===== src/rtl/xds_pkg.sv =====
// Shared constants, buffer state type and single LFSR step for the XOR stream descrambler.
package xds_pkg;

  localparam int unsigned XDS_WIDTH         = 32;
  localparam logic [31:0] XDS_POLY          = 32'hEDB88320;
  localparam logic [31:0] XDS_SEED_FALLBACK = 32'h0000_0001;
  localparam int unsigned XDS_CNT_W         = 16;

  typedef enum logic [1:0] {
    XDS_EMPTY,
    XDS_ONE,
    XDS_TWO
  } xds_buf_state_e;

  // One Galois right-shift step of the keystream generator.
  function automatic logic [31:0] xds_step(input logic [31:0] s,
                                           input logic [31:0] poly = XDS_POLY);
    return {1'b0, s[31:1]} ^ (s[0] ? poly : 32'h0);
  endfunction

endpackage


===== src/rtl/xor_stream_descrambler_if.sv =====
// Valid/ready stream, seed control and counter bundle for the descrambler.
// XOR_DESCRAMBLER_BYPASS_EN adds the per-word bypass input.
interface xor_stream_descrambler_if
  import xds_pkg::*;
#(
  parameter int unsigned CNT_W = XDS_CNT_W
);
  logic                 seed_load;
  logic [XDS_WIDTH-1:0] seed;
  logic                 in_valid;
  logic                 in_ready;
  logic [XDS_WIDTH-1:0] in_data;
  logic                 out_valid;
  logic                 out_ready;
  logic [XDS_WIDTH-1:0] out_data;
  logic [CNT_W-1:0]     word_cnt;
`ifdef XOR_DESCRAMBLER_BYPASS_EN
  logic                 bypass;
`endif

  // Link/processor side driving the descrambler.
  modport master (
    output seed_load, seed, in_valid, in_data, out_ready,
`ifdef XOR_DESCRAMBLER_BYPASS_EN
    output bypass,
`endif
    input  in_ready, out_valid, out_data, word_cnt
  );

  // The descrambler itself.
  modport slave (
    input  seed_load, seed, in_valid, in_data, out_ready,
`ifdef XOR_DESCRAMBLER_BYPASS_EN
    input  bypass,
`endif
    output in_ready, out_valid, out_data, word_cnt
  );

endinterface


===== src/rtl/xor_lfsr_adv32.sv =====
// Combinational advance of the keystream LFSR by one full word (32 unrolled steps).
module xor_lfsr_adv32
  import xds_pkg::*;
#(
  parameter logic [31:0] POLY = XDS_POLY
) (
  input  logic [31:0] state_i,
  output logic [31:0] next_o
);

  always_comb begin
    next_o = state_i;
    for (int i = 0; i < 32; i++) begin
      next_o = xds_step(next_o, POLY);
    end
  end

endmodule


===== src/rtl/xorgate32bit.sv =====
// 32-bit bitwise XOR used to strip the keystream from a received word.
module xorgate32bit (
  input  logic [31:0] a,
  input  logic [31:0] b,
  output logic [31:0] y
);

  assign y = a ^ b;

endmodule


===== src/rtl/xor_stream_descrambler.sv =====
// Receive-side XOR descrambler: keystream LFSR, accepted-word counter and 2-entry output buffer.
// XOR_DESCRAMBLER_BYPASS_EN enables the per-word bypass input.
module xor_stream_descrambler
  import xds_pkg::*;
#(
  parameter int unsigned WIDTH = XDS_WIDTH,
  parameter logic [31:0] POLY  = XDS_POLY,
  parameter int unsigned CNT_W = XDS_CNT_W
) (
  input  logic                        clk,
  input  logic                        reset,
  xor_stream_descrambler_if.slave     bus
);

  localparam logic [WIDTH-1:0] SEED_FB = WIDTH'(XDS_SEED_FALLBACK);

  xds_buf_state_e   state_q, state_d;
  logic [WIDTH-1:0] lfsr_q, lfsr_d;
  logic [WIDTH-1:0] mem_q [2];
  logic [WIDTH-1:0] mem_d [2];
  logic             head_q, head_d;
  logic [CNT_W-1:0] cnt_q, cnt_d;

  logic [WIDTH-1:0] lfsr_adv;
  logic [WIDTH-1:0] xor_word;
  logic [WIDTH-1:0] word_c;
  logic             use_bypass;
  logic             accept;
  logic             pop;
  logic             wr_ptr;

  xor_lfsr_adv32 #(.POLY(POLY)) u_adv (
    .state_i (lfsr_q),
    .next_o  (lfsr_adv)
  );

  xorgate32bit u_xor (
    .a (bus.in_data),
    .b (lfsr_q),
    .y (xor_word)
  );

`ifdef XOR_DESCRAMBLER_BYPASS_EN
  assign use_bypass = bus.bypass;
`else
  assign use_bypass = 1'b0;
`endif

  assign word_c        = use_bypass ? bus.in_data : xor_word;
  assign bus.in_ready  = (state_q != XDS_TWO) && !bus.seed_load && !reset;
  assign bus.out_valid = (state_q != XDS_EMPTY);
  assign bus.out_data  = mem_q[head_q];
  assign bus.word_cnt  = cnt_q;

  assign accept = bus.in_valid && bus.in_ready;
  assign pop    = bus.out_valid && bus.out_ready;

  always_ff @(posedge clk or posedge reset) begin
    if (reset) begin
      state_q  <= XDS_EMPTY;
      lfsr_q   <= SEED_FB;
      mem_q[0] <= '0;
      mem_q[1] <= '0;
      head_q   <= 1'b0;
      cnt_q    <= '0;
    end else begin
      state_q  <= state_d;
      lfsr_q   <= lfsr_d;
      mem_q[0] <= mem_d[0];
      mem_q[1] <= mem_d[1];
      head_q   <= head_d;
      cnt_q    <= cnt_d;
    end
  end

  // Buffer occupancy, keystream and counter next-state.
  always_comb begin
    state_d  = state_q;
    lfsr_d   = lfsr_q;
    mem_d[0] = mem_q[0];
    mem_d[1] = mem_q[1];
    head_d   = head_q;
    cnt_d    = cnt_q;
    // New word goes behind the head when one entry is already held.
    wr_ptr   = head_q ^ (state_q == XDS_ONE);

    case (state_q)
      XDS_EMPTY: if (accept) state_d = XDS_ONE;
      XDS_ONE: begin
        if (accept && !pop)      state_d = XDS_TWO;
        else if (pop && !accept) state_d = XDS_EMPTY;
      end
      XDS_TWO:   if (pop) state_d = XDS_ONE;
      default:   state_d = XDS_EMPTY;
    endcase

    if (pop) head_d = ~head_q;

    if (accept) begin
      mem_d[wr_ptr] = word_c;
      cnt_d         = cnt_q + CNT_W'(1);
      if (!use_bypass) lfsr_d = lfsr_adv;
    end

    // Zero seed would lock the LFSR, so it falls back to the reset state.
    if (bus.seed_load) begin
      lfsr_d = (bus.seed == '0) ? SEED_FB : bus.seed;
      cnt_d  = '0;
    end
  end

endmodule


===== src/flat_wrapper.sv =====
// flat-port wrapper written by rule: the top's interface ports become plain ports
module xor_stream_descrambler_flat import xds_pkg::*;
#(
  parameter int unsigned WIDTH = XDS_WIDTH,
  parameter logic [31:0] POLY  = XDS_POLY,
  parameter int unsigned CNT_W = XDS_CNT_W
)
  (clk, reset, bus_seed_load, bus_seed, bus_in_valid, bus_in_data, bus_out_ready, bus_in_ready, bus_out_valid, bus_out_data, bus_word_cnt);
  xor_stream_descrambler_if #(.CNT_W(CNT_W)) bus_i ();
  input  logic clk;
  input  logic reset;
  input wire logic [$bits(bus_i.seed_load)-1:0] bus_seed_load;
  input wire logic [$bits(bus_i.seed)-1:0] bus_seed;
  input wire logic [$bits(bus_i.in_valid)-1:0] bus_in_valid;
  input wire logic [$bits(bus_i.in_data)-1:0] bus_in_data;
  input wire logic [$bits(bus_i.out_ready)-1:0] bus_out_ready;
  output wire logic [$bits(bus_i.in_ready)-1:0] bus_in_ready;
  output wire logic [$bits(bus_i.out_valid)-1:0] bus_out_valid;
  output wire logic [$bits(bus_i.out_data)-1:0] bus_out_data;
  output wire logic [$bits(bus_i.word_cnt)-1:0] bus_word_cnt;
  assign bus_i.seed_load = bus_seed_load;
  assign bus_i.seed = bus_seed;
  assign bus_i.in_valid = bus_in_valid;
  assign bus_i.in_data = bus_in_data;
  assign bus_i.out_ready = bus_out_ready;
  assign bus_in_ready = bus_i.in_ready;
  assign bus_out_valid = bus_i.out_valid;
  assign bus_out_data = bus_i.out_data;
  assign bus_word_cnt = bus_i.word_cnt;
  xor_stream_descrambler #(.WIDTH(WIDTH), .POLY(POLY), .CNT_W(CNT_W)) u_core (.clk(clk), .reset(reset), .bus(bus_i));
endmodule

===== config.mk =====
export PLATFORM = sky130hd
export DESIGN_NAME = xor_stream_descrambler_flat
export DESIGN_NICKNAME = d
export VERILOG_FILES = /design/src/rtl/xds_pkg.sv /design/src/rtl/xor_stream_descrambler_if.sv /design/src/rtl/xor_lfsr_adv32.sv /design/src/rtl/xorgate32bit.sv /design/src/rtl/xor_stream_descrambler.sv /design/src/flat_wrapper.sv
export SDC_FILE = /design/constraint.sdc
export NUM_CORES = 1
export LEC_CHECK = 0
export CORE_AREA = 4 4 129 131
export CTS_BUF_LIST = sky130_fd_sc_hd__clkbuf_4
export CTS_CLUSTER_DIAMETER = 40
export CTS_CLUSTER_SIZE = 24
export DETAILED_ROUTE_END_ITERATION = 7
export DIE_AREA = 0 0 133 135
export PLACE_DENSITY = 0.79
export SLEW_MARGIN = 20
export SYNTH_ARGS = -nofsm -noshare
export SYNTH_HDL_FRONTEND = slang
export SYNTH_SLANG_ARGS = --single-unit

===== constraint.sdc =====
create_clock -name clk -period 10.3 [get_ports clk]
set_clock_uncertainty 0.1 [all_clocks]
set_input_delay 2.575 -clock clk [delete_from_list [all_inputs] [get_ports clk]]
set_output_delay 2.575 -clock clk [all_outputs]
set_load 0.02 [all_outputs]

# Word level (Yosys, flattened, before mapping)
# Cells that the tools add are included.
[word_totals]
reg_bits = 115
input_bits = 69
word_cells = 117
[classes]
n_addsub = 1
magnitude_cmp = 3
eq_ne = 6
mux = 48
bitwise_logic = 37
n_reduce_logical = 16
[op_table]
columns = ["op", "n"]
rows = [
  ["$mux 32", 39],
  ["$xor 31x32->32", 32],
  ["$bwmux 64", 1],
  ["$demux 32 s1", 1],
  ["$logic_not 32->1", 1],
  ["$mux 16", 2],
  ["$xor 32x32->32", 1],
  ["$add 16x1->16 const B", 1],
  ["$mux 2", 4],
  ["$logic_and 1x1->1", 7],
  ["$pmux 2 s3", 1],
  ["$ge 2x2->1 const B", 2],
  ["$logic_not 1->1", 4],
  ["$ne 2x1->1 const B", 2],
  ["$not 1->2", 2],
  ["$reduce_bool 2->1", 2],
  ["$ne 3x3->1 const B", 1],
  ["$reduce_and 3->1", 1],
  ["$eq 2x1->1 const B", 1],
  ["$eq 2x2->1 const B", 1],
  ["$logic_not 2->1", 1],
  ["$lt 2x1->1 const B", 1],
  ["$ne 2x2->1 const B", 1],
  ["$not 1->1", 1],
  ["$xor 1x1->1", 1],
]

# Logic depth before layout (Yosys ltp)
[logic_depth]
word_depth = 66
depth_mapped = 9
mapped_depth_nobuf = 8

# Modules after synthesis
# A second synthesis with hierarchy kept.
[unflattened]
hier_cells = 702
area_unflattened_um2 = 8521.9
[by_module_without_submodules]
columns = ["mod", "n_inst", "cells_each", "area_per_inst_um2", "seq_area_each_um2"]
rows = [
  ["xor_stream_descrambler", 1, 433, 5371.4, 2879.0],
  ["xor_lfsr_adv32", 1, 237, 2870.3, 0.0],
  ["xorgate32bit", 1, 32, 280.3, 0.0],
]

# Worst setup path after synthesis
# Ideal clock, no wire load.
[synth_path]
kind = "input port to output port"
startpoint = "input port bus_seed_load"
endpoint = "output port bus_in_ready"
arrival_ns = 3.120
t_required_ns = 7.625
slack_ns = 4.505
stages = 1
path_buffers = 0
cell_sequence = "nor3_1"
[synth_via]
elab_chain_cells = 3
[synth_lines]
columns = ["item", "line", "text"]
rows = [
  ["from (decl)", "flat_wrapper.sv:12", "input wire logic [$bits(bus_i.seed_load)-1:0] bus_seed_load;"],
  ["$logic_not 1->1", "xor_stream_descrambler.sv:50", "assign bus.in_ready = (state_q != XDS_TWO) && !bus.seed_load && !reset;"],
  ["$logic_and 1x1->1 (2 in a row)", "xor_stream_descrambler.sv:50", ""],
  ["to (decl)", "flat_wrapper.sv:17", "output wire logic [$bits(bus_i.in_ready)-1:0] bus_in_ready;"],
]
# Every way passes these cells.

# Worst setup path in the final report
# Ends and elaborated chain as after synthesis.

==> results.py <==
metrics = {
    "synth": {
        "synth_warnings": 0,
        "synthArstFlopShare_pct": 100.0,
        "syn_area_mm2": 0.008412,
        "syn_nets": 850,
        "postSynthCellCount": 779,
        "ys.flop_type": "dfrtp_1",
        "yosys.area.top_type_share_pct": 33.91,
        "synth_cell_types": 49,
        "yosysSeqAreaShare_pct": 34.23,
        "synth_edf_count": 0,
        "yosys.area.top_type": "dfrtp_1",
        "syn_area_per_cell_um2": 10.80,
        "synth_seq_cells": 115,
        "yosys-top-cells-area": "dfrtp_1 (34%), xnor2_1 (17%), xnor3_1 (6.2%), xor2_1 (5.6%), mux2_2 (4.3%)",
    },
    "placed_design": {
        "dp_hpwl_um": 15970,
        "dpl-instance-area_mm2": 0.009580,
        "finalWeightedCongestion": 0.9265,
        "io_buffers": 118,
        "dpl_worst_slack_ps": 3644,
    },
    "timing": {
        "min_period_ps": 6666,
        "fmax_ghz": 0.1500,
        "whs_ps": 380.5,
        "period_share_pct": 64.72,
        "grt_setup_unrepaired": "no",
        "slew_violations": 0,
        "setup_slack_ps": 3634,
        "slew_headroom_pct": 41.65,
        "hold_viol_final": 0,
        "tightest_slew_ps": 875.2,
        "tns_ps": 0,
        "finalSetupViolCount": 0,
    },
    "final_layout": {
        "synthToLayoutAreaGrowth_pct": 17.54,
        "final_cell_mix": "xnor2_1 (159), clkdlybuf4s50_1 (117), dfrtp_1 (114)",
        "final_nets": 945,
        "final_common_cell": "xnor2_1",
        "finalInstanceArea_mm2": 0.009887,
        "final_layout_size_suffix_gt1_share_pct": 13.19,
        "nFillCells": 1258,
    },
    "route": {
        "routed-wl-met2_um": 10130,
        "wl_per_cell_um": 19.35,
        "drt_wl_total_um": 21360,
        "wl_met3_um": 1618,
        "antenna_left": 0,
        "first_pass_iters": 5,
        "num_vias": 5933,
        "top_layer": "met4",
        "viasPerCell": 5.374,
        "dr.first_iter.drc_count": 487,
        "route.detailed.drc": 0,
        "met1_length_um": 9074,
    },
    "floorplan": {
        "dieArea_mm2": 0.01796,
        "fp.dieH_um": 135,
        "die_w_um": 133,
        "rows": 46,
        "num_io_pins": 119,
        "coreArea_mm2": 0.01560,
        "initial_core_util_pct": 53.93,
    },
    "global_route": {
        "grt_pass1_vias": 5927,
        "grt_pass1_wl_um": 33430,
        "grtUsageTotal_pct": 24.39,
        "antenna_found_initial": 1,
        "grt_overflow_total": 0,
        "grt_max_degree": 87,
    },
    "clock_network": {
        "cts_buffer_depth": 2,
        "cts-root-buf": "clkbuf_4",
        "clkLatencyLatePin_ps": 530,
        "numCtsBuffers": 17,
        "cts_resized": 0,
        "cts_hold_buf": 0,
        "clk_pin_slew_ps": 100,
        "cts_tree": "built",
        "cts_sinks": 115,
        "htree_num_levels": 4,
        "postCtsSetupRepairBufs": 0,
    },
    "worst_setup_path": {
        "setup.worst_path.end_class": "output pin",
        "worstPathArrival_ps": 3990,
        "r2r_slack_ps": 6260,
        "crit_type": "in -> out",
        "startpoint_type": "input pin",
        "required_ps": 7630,
        "critical_path_peak_fanout": 47,
    },
    "job": {
        "max_cap_violations": 0,
    },
    "run_status": {
        "status": "complete, no violations",
    },
    "worst_hold_path": {
        "hold_class": "reg -> reg",
    },
}
[layer usage]
layer,vias up,GRT usage [%]
met4,0,7.794
met3,41,5.477
met5,-,0
met2,233,39.19
met1,2853,33.12
li1,2806,-
[flip-flops by register name (all words and copies together), names as in the netlist]
name,flops
u_core.bus.word_cnt,16
u_core.head_q,1
u_core.lfsr_q,32
u_core.state_q,2
u_core.mem_q,64
[metrics by stage]
step	std cells	utilization, %
after detailed placement	1071	61.42
after global routing	1104	63.39
after global placement	1071	61.42
after CTS	1103	63.30
final	1104	63.39
after floorplan	779	-
[cell type report]
type                       instances  area [um2]  area share, %
inverter                          12       47.55         0.4809
clock inverter                    15       165.2          1.670
tap                              216       270.3          2.733
antenna                            1       2.502        0.02531
clock buffer                      17       127.6          1.291
timing repair buffer             122        1210          12.24
sequential                       115        2879          29.12
multi-input combinational        606        5185          52.44
[synth_stat cells (3+ instances only)]
cell	count
a21oi_1	51
a221oi_1	3
a22oi_1	6
and3_1	3
buf_1	4
buf_2	5
buf_6	6
clkbuf_1	20
clkbuf_8	6
dfrtp_1	114
inv_1	12
mux2_2	32
nand2_1	67
nand3_1	3
nand4_1	8
nor2_1	61
nor3_1	7
nor4_1	8
o21ai_0	43
o21ai_1	11
o221ai_1	6
or3_1	4
xnor2_1	159
xnor2_2	9
xnor2_4	6
xnor3_1	23
xnor3_2	12
xnor3_4	4
xor2_1	54
xor2_2	5
[worst max-delay path, stage by stage]
cell	delay (ps)
buf_2	660
nor3_1	170
clkdlybuf4s50_1	580
[cell families after synthesis]
| logic type | share of synthesized area (%) |
|---|---|
| AOI/OAI and AO/OA | 8.612 |
| xor gates and xnor gates | 39.79 |
| adders and majority gates | 0.2974 |
| buffers and inverters | 4.343 |
| DFF | 34.23 |
| muxes | 4.403 |
| and+or+nand+nor | 8.330 |
[path summary, 6_finish.rpt]
kind | startpoint | to | cells past startpoint
min in group asynchronous | reset | u_core.bus.word_cnt[7] | 2
hold / removal | u_core.mem_q[35] | u_core.mem_q[35] | 2
setup reg to reg | u_core.lfsr_q[6] | u_core.lfsr_q[7] | 8
max in group asynchronous | reset | u_core.mem_q[7] | 3
hold reg to reg | u_core.mem_q[35] | u_core.mem_q[35] | 2
setup / recovery | bus_seed_load | bus_in_ready | 3
Power is not shown: default switching activity piles up to over one toggle a cycle in this logic, so the estimate is an artifact.
